**config.mk**
```make
export PLATFORM = sky130hd
export DESIGN_NAME = ps2_keycode_rx
export DESIGN_NICKNAME = d
export VERILOG_FILES = /design/src/rtl/crossy_pkg.sv /design/src/rtl/ps2_frame_rx.sv /design/src/rtl/ps2_keycode_rx.sv
export SDC_FILE = /design/constraint.sdc
export NUM_CORES = 1
export LEC_CHECK = 0
export ABC_AREA = 1
export BUFFER_PORTS_ARGS = -buffer_cell sky130_fd_sc_hd__buf_2
export CAP_MARGIN = 25
export CORE_MARGIN = 1.5
export CORE_UTILIZATION = 54
export DETAILED_ROUTE_END_ITERATION = 10
export PLACE_DENSITY = 0.72
export SLEW_MARGIN = 20
export SYNTH_ARGS = -nofsm -noshare
export SYNTH_HDL_FRONTEND = slang
export SYNTH_SLANG_ARGS = --single-unit
```
**constraint.sdc**
```tcl
create_clock -name Clk -period 2.41 [get_ports Clk]
set_input_delay 0.241 -clock Clk [delete_from_list [all_inputs] [get_ports Clk]]
set_output_delay 0.241 -clock Clk [all_outputs]
set_load 0.02 [all_outputs]
```
**src/rtl/crossy_pkg.sv**
```systemverilog
// Shared constants for the PS/2 keyboard path: HID codes,
// scan-code set 2 values, frame FSM states and the translation table.
package crossy_pkg;

    localparam logic [7:0] KEY_NONE  = 8'h00;
    localparam logic [7:0] KEY_W     = 8'h1A;
    localparam logic [7:0] KEY_A     = 8'h04;
    localparam logic [7:0] KEY_S     = 8'h16;
    localparam logic [7:0] KEY_D     = 8'h07;
    localparam logic [7:0] KEY_SPACE = 8'h2C;

    localparam logic [7:0] PS2_W     = 8'h1D;
    localparam logic [7:0] PS2_A     = 8'h1C;
    localparam logic [7:0] PS2_S     = 8'h1B;
    localparam logic [7:0] PS2_D     = 8'h23;
    localparam logic [7:0] PS2_SPACE = 8'h29;
    localparam logic [7:0] PS2_BREAK = 8'hF0;
    localparam logic [7:0] PS2_EXT   = 8'hE0;

    typedef enum logic [1:0] {
        IDLE,
        DATA,
        PARITY,
        STOP
    } frame_state_t;

    function automatic logic [7:0] ps2_to_hid(input logic [7:0] code);
        case (code)
            PS2_W:     return KEY_W;
            PS2_A:     return KEY_A;
            PS2_S:     return KEY_S;
            PS2_D:     return KEY_D;
            PS2_SPACE: return KEY_SPACE;
            default:   return KEY_NONE;
        endcase
    endfunction

endpackage

```
**src/rtl/ps2_frame_rx.sv**
```systemverilog
// PS/2 device-to-host frame deserialiser: synchronisers, falling-edge
// detect, start/data/parity/stop FSM and a mid-frame inactivity timeout.
module ps2_frame_rx
    import crossy_pkg::*;
#(
    parameter int TIMEOUT_CYCLES = 10000,
    parameter int SYNC_STAGES    = 2
) (
    input  logic       clk,
    input  logic       rst,
    input  logic       ps2_clk,
    input  logic       ps2_data,
    output logic [7:0] data_byte,
    output logic       byte_valid,
    output logic       frame_err,
    output logic       timeout
);

    localparam int TW = $clog2(TIMEOUT_CYCLES + 1);

    logic [SYNC_STAGES-1:0] clk_sync;
    logic [SYNC_STAGES-1:0] data_sync;
    logic                   clk_prev;
    logic                   clk_s;
    logic                   data_s;
    logic                   fall;

    frame_state_t state;
    logic [2:0]   count;
    logic [7:0]   shreg;
    logic         parity_ok;
    logic [TW-1:0] tcnt;

    assign clk_s  = clk_sync[SYNC_STAGES-1];
    assign data_s = data_sync[SYNC_STAGES-1];
    assign fall   = clk_prev & ~clk_s;

    // Presetting to the idle-high line level avoids a false edge out of reset.
    always_ff @(posedge clk or posedge rst) begin
        if (rst) begin
            clk_sync  <= '1;
            data_sync <= '1;
            clk_prev  <= 1'b1;
        end else begin
            clk_sync  <= {clk_sync[SYNC_STAGES-2:0], ps2_clk};
            data_sync <= {data_sync[SYNC_STAGES-2:0], ps2_data};
            clk_prev  <= clk_s;
        end
    end

    always_ff @(posedge clk or posedge rst) begin
        if (rst) begin
            state      <= IDLE;
            count      <= 3'd0;
            shreg      <= 8'h00;
            parity_ok  <= 1'b0;
            tcnt       <= '0;
            data_byte  <= 8'h00;
            byte_valid <= 1'b0;
            frame_err  <= 1'b0;
            timeout    <= 1'b0;
        end else begin
            byte_valid <= 1'b0;
            frame_err  <= 1'b0;
            timeout    <= 1'b0;
            if (state != IDLE && !fall && tcnt == TW'(TIMEOUT_CYCLES)) begin
                state     <= IDLE;
                tcnt      <= '0;
                frame_err <= 1'b1;
                timeout   <= 1'b1;
            end else begin
                if (state == IDLE || fall)
                    tcnt <= '0;
                else
                    tcnt <= tcnt + 1'b1;
                if (fall) begin
                    unique case (state)
                        IDLE: begin
                            if (!data_s) begin
                                state <= DATA;
                                count <= 3'd0;
                            end
                        end
                        DATA: begin
                            shreg[count] <= data_s;
                            if (count == 3'd7)
                                state <= PARITY;
                            else
                                count <= count + 3'd1;
                        end
                        PARITY: begin
                            parity_ok <= ^{shreg, data_s};
                            state     <= STOP;
                        end
                        STOP: begin
                            state <= IDLE;
                            if (data_s && parity_ok) begin
                                data_byte  <= shreg;
                                byte_valid <= 1'b1;
                            end else begin
                                frame_err <= 1'b1;
                            end
                        end
                    endcase
                end
            end
        end
    end

endmodule

```
**src/rtl/ps2_keycode_rx.sv**
```systemverilog
// PS/2 keyboard receiver: tracks make/break/extended prefixes and holds
// the HID code of the currently pressed mapped key on keycode.
module ps2_keycode_rx
    import crossy_pkg::*;
#(
    parameter int TIMEOUT_CYCLES = 10000,
    parameter int SYNC_STAGES    = 2
) (
    input  logic       Clk,
    input  logic       Reset,
    input  logic       ps2_clk,
    input  logic       ps2_data,
    output logic [7:0] keycode,
    output logic       key_valid,
    output logic       frame_err
);

    logic [7:0] data_byte;
    logic       byte_valid;
    logic       timeout;
    logic       brk;
    logic       ext;
    logic [7:0] hid;

    ps2_frame_rx #(
        .TIMEOUT_CYCLES(TIMEOUT_CYCLES),
        .SYNC_STAGES   (SYNC_STAGES)
    ) u_frame (
        .clk       (Clk),
        .rst       (Reset),
        .ps2_clk   (ps2_clk),
        .ps2_data  (ps2_data),
        .data_byte (data_byte),
        .byte_valid(byte_valid),
        .frame_err (frame_err),
        .timeout   (timeout)
    );

    assign hid = ps2_to_hid(data_byte);

    always_ff @(posedge Clk or posedge Reset) begin
        if (Reset) begin
            keycode   <= KEY_NONE;
            key_valid <= 1'b0;
            brk       <= 1'b0;
            ext       <= 1'b0;
        end else begin
            key_valid <= 1'b0;
            if (timeout) begin
                brk <= 1'b0;
                ext <= 1'b0;
            end else if (byte_valid) begin
                if (data_byte == PS2_EXT) begin
                    ext <= 1'b1;
                end else if (data_byte == PS2_BREAK) begin
                    brk <= 1'b1;
                end else begin
                    brk <= 1'b0;
                    ext <= 1'b0;
                    // Extended keys share base codes with mapped keys; skip them.
                    if (!ext && hid != KEY_NONE) begin
                        if (!brk) begin
                            if (hid != keycode) begin
                                keycode   <= hid;
                                key_valid <= 1'b1;
                            end
                        end else if (hid == keycode) begin
                            keycode   <= KEY_NONE;
                            key_valid <= 1'b1;
                        end
                    end
                end
            end
        end
    end

endmodule

```
==> results.ini, run 1 <==
[placed_design]
place_ws_ps=124
port_buffers=11
gp_congestion=0.887
dp_hpwl_microns=4760
dpl_cell_area_sq_um=3410

[logic_synthesis]
synth.area.top_cells=dfrtp_1, nand2_1, nor2_1
yosysSeqAreaShare_pct=40.6
synth_cell_types=34
yosys_warnings=0
synth_top_area_cell=dfrtp_1
syn_inst=437
syn_area_sq_um=3290
ys_ff_latch=53
synth_top_area_share_pct=36.6
synth_area_per_cell_sq_um=7.52

[finish]
final_layout_size_suffix_gt1_share_pct=19.5
n_antenna_cell=0
regArea_sq_um=1330
layout_commonest_cell=nand2_1
area.growth.synth_to_final_pct=9.63
fin_util_pct=61.2
fillers=530
nets=474
multi_input_area_sq_um=1730
layout_common_cells=nand2_1, nor2_1, dfrtp_1
final_area_sq_um=3600

[die]
dieWidth_microns=81.0
die_h_microns=81.0
dieArea_sq_um=6560
rows=28
io_pins=14
coreArea_sq_um=5890
initial_core_util_pct=55.8

[clock_network]
cts_sinks=53
cts.clk_slew.worst_paths_ps=100
clockBufferDepth=2
root_buffer=clkbuf_8
cts_buffers=5
cts.htree.levels=2
cts_tree=built
clk_latency_ps=310

[timing]
setup-tns-final_ps=0
fin_crit_sh_pct=91.7
fmax_mhz=452
skew_ps=8.33
min_period_ps=2210
slew_violations=0
setup_viol=0
hold_viol=0
setup_ws_ps=199

[worst_setup_path]
start_kind=register
r2r_end=keycode[4]$_DFFE_PP0P_
crit_path_frequent_cell=nand2_1
r2r_start=u_frame.data_byte[6]$_DFFE_PP0P_
cp_slowest_stage_delay_ps=400
crit_required_ps=2660
crit_arrival_ps=2460
rrSetupSlack_ps=200
cp_slowest_cell=dfrtp_1
end_kind=register
crit_path_cell_trace=inv_2, nand2_2, nor2_4, nand2_4, nand2_1, nand2_1, nor2_2, nand2_1, nor2_1, nand2_1, ha_1, nor2_1, nand3_1, nor2_4, buf_4, nand4_1, nand2_1
worstRegToRegCells=17
worstSetupPathType=register to register
crit_fanout=4

[global_routing]
grt_overflow=0
grt_max_degree=39
grt_pass1_vias=2442
grt_pass1_wl_microns=10700
track_usage_pct=20.7
antenna_found_initial=0

[hold_path]
hp-start=ps2_clk
min_path_cells=1
min_to=u_frame.clk_sync[0]$_DFF_PP1_
hp-class=input pin to register

[detailed_routing]
drc_errors=0
drt_iter0_markers=118
vias=2683
drt_pass1_iterations=4
wl_per_cell_microns=11.7
drt-vias-per-instance=5.01
detail-route-antenna-nets=0
routed_wl_microns=6250

[power]
p_leak_uw=0.00190
irDropWorstVdd_mv=0.367
p_per_area_nw_per_um2=617

[run]
maxCapViolations=0

[status]
status=finished clean

## per-layer routing
layer	up-vias	global-route usage [%]	share of wire [%]	routed length, microns
li1	1410	-	-	-
met1	1228	27.1	47	2930
met2	34	35.3	49	3060
met3	11	2.47	2.5	159
met4	0	7.07	1.8	112
met5	-	0	0	0
## worst max-delay path, delay by kind of cell, from the launching register on
| family | cells | cell delay [ps] |
|---|---|---|
| and+or+nand+nor | 14 | 1370 |
| DFF | 1 | 400 |
| buffers and inverters | 2 | 220 |
| adders and majority gates | 1 | 170 |
## report_power, final
group          switching [uW]  internal (uW)  leakage (uW)
Clock                     303            266     0.0000549
Combinational             370            206       0.00113
Sequential               97.8            981      0.000714
## flip-flops by register name, indices dropped and copies added (netlist names), 2 cells and up
| register | flops |
|---|---|
| u_frame.count | 3 |
| u_frame.shreg | 8 |
| u_frame.data_sync | 2 |
| u_frame.data_byte | 8 |
| keycode | 6 |
| u_frame.state | 2 |
| u_frame.clk_sync | 2 |
| u_frame.tcnt | 14 |
## cell families after synthesis
logic type | share of synthesized area [%]
AOI/OAI and AO/OA | 4.68
buffers and inverters | 7.84
adders and majority gates | 3.81
DFF | 40.6
xor gates and xnor gates | 2.13
and+or+nand+nor | 40.9
other | 0.114
## Yosys cell counts
| library cell | instances |
|---|---|
| inv_4 | 2 |
| inv_2 | 9 |
| nand2_4 | 7 |
| nor3b_1 | 2 |
| nor2_4 | 7 |
| dfrtp_1 | 48 |
| o21ai_0 | 18 |
| nand3_4 | 2 |
| dfstp_2 | 5 |
| nand4_1 | 13 |
| a211oi_1 | 1 |
| nor3_2 | 4 |
| xor2_1 | 7 |
| ha_1 | 10 |
| conb_1 | 1 |
| o31ai_1 | 2 |
| o21ai_1 | 1 |
| clkinv_1 | 1 |
| nor2_2 | 6 |
| nand2_2 | 9 |
| buf_4 | 2 |
| xnor2_1 | 1 |
| a21oi_1 | 4 |
| nor2_1 | 52 |
| inv_1 | 47 |
| a21oi_4 | 1 |
| buf_2 | 1 |
| nand2_1 | 129 |
| nand3_1 | 33 |
| or2_2 | 4 |
| nand3b_1 | 2 |
| nand3_2 | 2 |
| nor3_1 | 3 |
| buf_6 | 1 |
## layout make-up
cell class              instances  area share, %
inverters                      59           6.29
clock buffers                   7           2.67
multi-input cells             322           47.9
well taps                      75           2.61
flip-flops and latches         53           37.0
repair buffers                 19           3.27
clock inverters                 1          0.243
## stage by stage
stage,hold slack [ps],std cells,total power [uW]
final,16.9,536,2220
after CTS,11.5,530,2240
after global routing,7.02,536,2380
after detailed placement,218,521,1670
after global placement,216,521,1650
after floorplan,245,438,1550
## worst max path at each step
| stage | startpoint | to | slack, ps |
|---|---|---|---|
| after floorplan | u_frame.data_byte[4]$_DFFE_PP0P_ | keycode[1]$_DFFE_PP0P_ | 360 |
| after global placement | u_frame.data_byte[4]$_DFFE_PP0P_ | keycode[1]$_DFFE_PP0P_ | 180 |
| after detailed placement | u_frame.data_byte[4]$_DFFE_PP0P_ | keycode[0]$_DFFE_PP0P_ | 120 |
| after CTS | u_frame.data_byte[1]$_DFFE_PP0P_ | keycode[0]$_DFFE_PP0P_ | 90 |
| after global routing | u_frame.data_byte[6]$_DFFE_PP0P_ | keycode[3]$_DFFE_PP0P_ | -10 |
| final | u_frame.data_byte[6]$_DFFE_PP0P_ | keycode[4]$_DFFE_PP0P_ | 200 |
## what timing repair did
item | 4_1_cts | 5_1_grt
setup buffers | 0 | 6
endpoints found under the hold margin | 15 | 0
setup endpoints to repair | 0 | 6
gates resized for setup | 0 | 8
hold buffers | 1 | 0
No activity file was read; power rests on OpenSTA's default activity.
==> run 2, diff against run 1 <==
MAX_ROUTING_LAYER = met4   (was not set)
==> run 2 against run 1 <==
Register-to-register slack barely moved. Highest routed layer unchanged. Clock-buffer cell count decreased by 1. Total power shrank 2.7%. Global-route usage is 0.21 points higher.
==> results.ini, run 2 (synthesized netlist as in run 1, its figures left out) <==
[die]
coreArea_sq_um=5890
io_pins=14
dieArea_sq_um=6560
initial_core_util_pct=55.8
dieWidth_microns=81.0
die_h_microns=81.0
rows=28

[worst_setup_path]
end_kind=register
start_kind=register
cp-startpoint=u_frame.data_byte[1]$_DFFE_PP0P_
crit_required_ps=2670
crit_path_cell_trace=inv_1, nand2_2, nor2_1, nand2_2, nand2_1, nand2_1, nor2_1, nand2_1, nor2_1, nand2_1, ha_1, nor2_1, nand3_1, nor2_4, buf_4, nand4_1, nand2_1
crit_path_frequent_cell=nand2_1
r2r_start=u_frame.data_byte[1]$_DFFE_PP0P_
cp_slowest_stage_delay_ps=390
crit_arrival_ps=2460
worstSetupPathType=register to register
path_buf_inv=2
cp_slowest_cell=dfrtp_1
crit_fanout=6
crit_family=simple AND/OR/NAND/NOR gates

[clock_network]
cts_buffers=5
clk_latency_ps=310
cts.clk_slew.worst_paths_ps=100
cts_sinks=53
cts.htree.levels=2
cts_tree=built
clockBufferDepth=2
root_buffer=clkbuf_8

[timing]
skew_ps=9.13
tightest_slew_ps=499
fmax_mhz=455
fin_crit_sh_pct=91.3
hold_viol=0
min_period_ps=2200
slew_headroom_pct=66.7
slew_violations=0
setup_viol=0

[placed_design]
dp_hpwl_microns=4670
port_buffers=11
dp.cells=522
gp_congestion=0.896

[detailed_routing]
vias=2672
drt_pass1_iterations=5
routed_wl_microns=6050
wl_per_cell_microns=11.3
drt_iter0_markers=148
detail-route-antenna-nets=0
drc_errors=0
drt-vias-per-instance=4.99

[hold_path]
hp-class=input pin to register
hp-start=ps2_clk

[finish]
layout_common_cells=nand2_1, nor2_1, dfrtp_1
layout_commonest_cell=nand2_1
fin_cells=535
nets=473
n_antenna_cell=0
largest_register_ffs=14
area.growth.synth_to_final_pct=8.07
fillers=537
top_register=u_frame.tcnt
final_layout_size_suffix_gt1_share_pct=18.3
reg_top3=u_frame.tcnt x14, u_frame.data_byte x8, u_frame.shreg x8

[power]
p_int_uw=1400
p_leak_uw=0.00185
pwr-share-clk_pct=23.4
swShare_pct=35.4
irDropWorstVdd_mv=0.381
p_per_area_nw_per_um2=609
pwr-share-comb_pct=26.7
p_sw_uw=766
pwr-share-seq_pct=49.9
total_power_uw=2160

[global_routing]
grt_pass1_wl_microns=10300
track_usage_pct=20.9
grt_overflow=0
antenna_found_initial=0
grt_pass1_vias=2423
grt_max_degree=24

[status]
status=finished clean

[run]
maxCapViolations=0

run 2: changes by cell type in the layout (fill, tap and decap cells not counted):
cell,delta
nor2_1,+3
clkbuf_8,-2
nand2_4,-2
nor2_2,-2
buf_4,-1
clkbuf_1,+1
clkinv_2,+1
nand2_1,+1
nand2_2,+1
nor2_4,-1
run 2: path summary, 6_finish.rpt:
kind | to | slack [ps] | cells past startpoint
worst max-delay path | keycode[3]$_DFFE_PP0P_ | 210 | 17
worst min-delay path | u_frame.clk_sync[0]$_DFF_PP1_ | 20 | 1
worst max register to register | keycode[3]$_DFFE_PP0P_ | 210 | 17
worst min register to register | u_frame.clk_sync[1]$_DFF_PP1_ | 360 | 0
max in group asynchronous | u_frame.clk_prev$_DFF_PP1_ | 1240 | 4
min in group asynchronous | key_valid$_DFF_PP0_ | 490 | 3
run 2: layer usage:
metal	up-vias	wire length, microns	track usage, %
li1	1414	-	-
met1	1204	2920	26.4
met2	40	2800	32.3
met3	14	190	3.82
met4	0	145	10.2
met5	-	0	-
run 2: what timing repair did:
action | CTS | global route
hold buffers | 1 | 0
endpoints found under the hold margin | 21 | 0
setup buffers | 0 | 4
resized for setup | 0 | 1
endpoints found under the setup margin | 0 | 6
run 2: worst register-to-register path: stages (launching register included):
cell and delay (ps):
dfrtp_1 390, inv_1 100, nand2_2 80, nor2_1 120
nand2_2 130, nand2_1 80, nand2_1 50, nor2_1 130
nand2_1 70, nor2_1 100, nand2_1 60, ha_1 170
nor2_1 100, nand3_1 110, nor2_4 150, buf_4 150
nand4_1 80, nand2_1 80
run 2: layout make-up:
type                            count  area [sq um]  share of cell area (%)
Multi-Input combinational cell    322          1700                    47.9
Clock inverter                      2          13.8                   0.388
Sequential cell                    53          1330                    37.5
Inverter                           59           226                    6.38
Clock buffer                        6          72.6                    2.04
Timing Repair Buffer               18           110                    3.10
Tap cell                           75          93.8                    2.64
run 2: power groups by stage:
stage | logic (uW) | registers [uW] | clock network [uW]
5_1_grt | 680 | 1090 | 553
6_report | 577 | 1080 | 506
3_5_place_dp | 575 | 1100 | 0
4_1_cts | 579 | 1080 | 524
2_1_floorplan | 478 | 1070 | 0
3_3_place_gp | 552 | 1090 | 0
run 2: per-stage QoR:
step           setup WS [ps]  setup TNS [ps]  util, %  hold WS [ps]  instance area (sq um)
2_1_floorplan            364               0        -           245                   3290
3_3_place_gp             189               0     58.1           292                   3420
3_5_place_dp             137               0     58.1           294                   3420
4_1_cts                  124               0     59.8          8.73                   3520
5_1_grt                -24.2           -43.5     60.3          4.33                   3550
6_report                 211               0     60.3          22.0                   3550
==> run 3, diff against run 2 <==
CTS_BUF_LIST = sky130_fd_sc_hd__clkbuf_16   (was not set)
clock period = 2.4 ns   (was 2.41 ns; I/O delays follow)
==> run 3 against run 2 <==
Combinational power about the same. Fmax grew 0.48%. Worst setup slack improved by 0.51 ps. Utilization increased by 0.66 points. Routed wire length is 0.31% higher. Critical endpoint unchanged. Sequential cell count is the same. Cell count is 0.56% lower. Largest cell class unchanged.
==> results.ini, run 3 (synthesized netlist as in run 1, its figures left out) <==
[detailed_routing]
wl_per_cell_microns=11.4
vias=2652
routed_wl_microns=6070
drt-vias-per-instance=4.98
drt_iter0_markers=115
detail-route-antenna-nets=0
drc_errors=0
drt_pass1_iterations=5

[hold_path]
hp-start=ps2_clk
hp-class=input pin to register

[die]
die_h_microns=81.0
rows=28
initial_core_util_pct=55.8
dieArea_sq_um=6560
coreArea_sq_um=5890
io_pins=14
dieWidth_microns=81.0

[clock_network]
cts_buffers=5
clockBufferDepth=2
cts_sinks=53
cts.htree.levels=2
root_buffer=clkbuf_16
cts_tree=built
clk_latency_ps=290
cts.clk_slew.worst_paths_ps=70

[power]
irDropWorstVdd_mv=0.386
p_per_area_nw_per_um2=661
total_power_uw=2370
p_leak_uw=0.00188

[global_routing]
grt_pass1_wl_microns=10400
grt_pass1_vias=2460
track_usage_pct=21.1
grt_overflow=0
antenna_found_initial=0
grt_max_degree=24

[timing]
hold_viol=0
min_period_ps=2190
skew_ps=8.05
rsz0062_at_grt=no
hold_slack_ps=41.4
fmax_mhz=457
setup_ws_ps=211
setup_viol=0
slew_violations=0
fin_crit_sh_pct=91.2
setup-tns-final_ps=0

[placed_design]
gp_congestion=0.896
place_ws_ps=127
dpl_cell_area_sq_um=3420
dp_hpwl_microns=4670
port_buffers=11

[finish]
nets=470
reg_top3=u_frame.tcnt x14, u_frame.data_byte x8, u_frame.shreg x8
area.growth.synth_to_final_pct=9.25
final_layout_size_suffix_gt1_share_pct=17.9
layout_commonest_cell=nand2_1
fillers=522
multi_input_area_sq_um=1710
top_register=u_frame.tcnt
regArea_sq_um=1330
largest_register_ffs=14
n_antenna_cell=0
layout_common_cells=nand2_1, nor2_1, dfrtp_1
final_area_sq_um=3590

[status]
status=finished clean

[worst_setup_path]
crit_arrival_ps=2420
crit_path_cell_trace=inv_2, nand2_2, nor2_4, nand2_2, nand2_1, nand2_1, nor2_1, nand2_1, nor2_1, nand2_1, ha_1, nor2_1, nand3_1, nor2_4, buf_4, nand4_1, nand2_1
cp-startpoint=u_frame.data_byte[4]$_DFFE_PP0P_
cp_slowest_stage_delay_ps=420
crit_path_frequent_cell=nand2_1
worstSetupPathType=register to register
crit_fanout=4
crit_required_ps=2630
end_kind=register
start_kind=register
r2r_start=u_frame.data_byte[4]$_DFFE_PP0P_
cp_slowest_cell=dfrtp_1
rrSetupSlack_ps=210

[run]
maxCapViolations=0

run 3: critical path, delay by kind of cell, from the launching register on:
family,cells,cell delay (ps)
flops,1,420
fa+ha+maj,1,170
simple gates,14,1320
buf+inv,2,230
run 3: per-layer routing:
metal / wire length [microns] / GRT usage [%] / vias up / part of all wire (%)
li1: - / - / 1410 / -
met1: 2930 / 26.5 / 1190 / 48
met2: 2850 / 33.3 / 40 / 47
met3: 176 / 3.82 / 12 / 2.9
met4: 108 / 9.31 / 0 / 1.8
met5: 0 / - / - / 0
run 3: stage by stage:
stage | util (%) | cells
after detailed placement | 58.1 | 522
after CTS | 60.7 | 531
after global routing | 61.0 | 532
after floorplan | - | 438
after global placement | 58.1 | 522
final | 61.0 | 532
run 3: worst paths after layout:
| kind | endpoint | depth (start not counted) |
|---|---|---|
| min in group asynchronous | key_valid$_DFF_PP0_ | 3 |
| hold / removal | u_frame.clk_sync[0]$_DFF_PP1_ | 1 |
| setup reg to reg | keycode[3]$_DFFE_PP0P_ | 17 |
| setup / recovery | keycode[3]$_DFFE_PP0P_ | 17 |
| hold reg to reg | u_frame.clk_sync[1]$_DFF_PP1_ | 0 |
| max in group asynchronous | u_frame.clk_prev$_DFF_PP1_ | 4 |
run 3: timing repair:
item | 4_1_cts | 5_1_grt
buffers inserted | 0 | 1
resized for setup | 0 | 3
hold buffers | 1 | 0
hold endpoints to repair | 21 | 0
setup endpoints to repair | 0 | 6
run 3: area by class of cell:
cell class,count,area share [%]
multi-input cells,322,47.5
flip-flops and latches,53,37.1
inverters,59,6.31
clock buffers,5,3.49
well taps,75,2.61
repair buffers,15,2.44
clock inverters,3,0.488
run 3: where the power goes:
part           leakage, uW  switching (uW)  internal [uW]
clock network    0.0000754             327            385
registers         0.000714            98.9            986
logic              0.00109             369            208
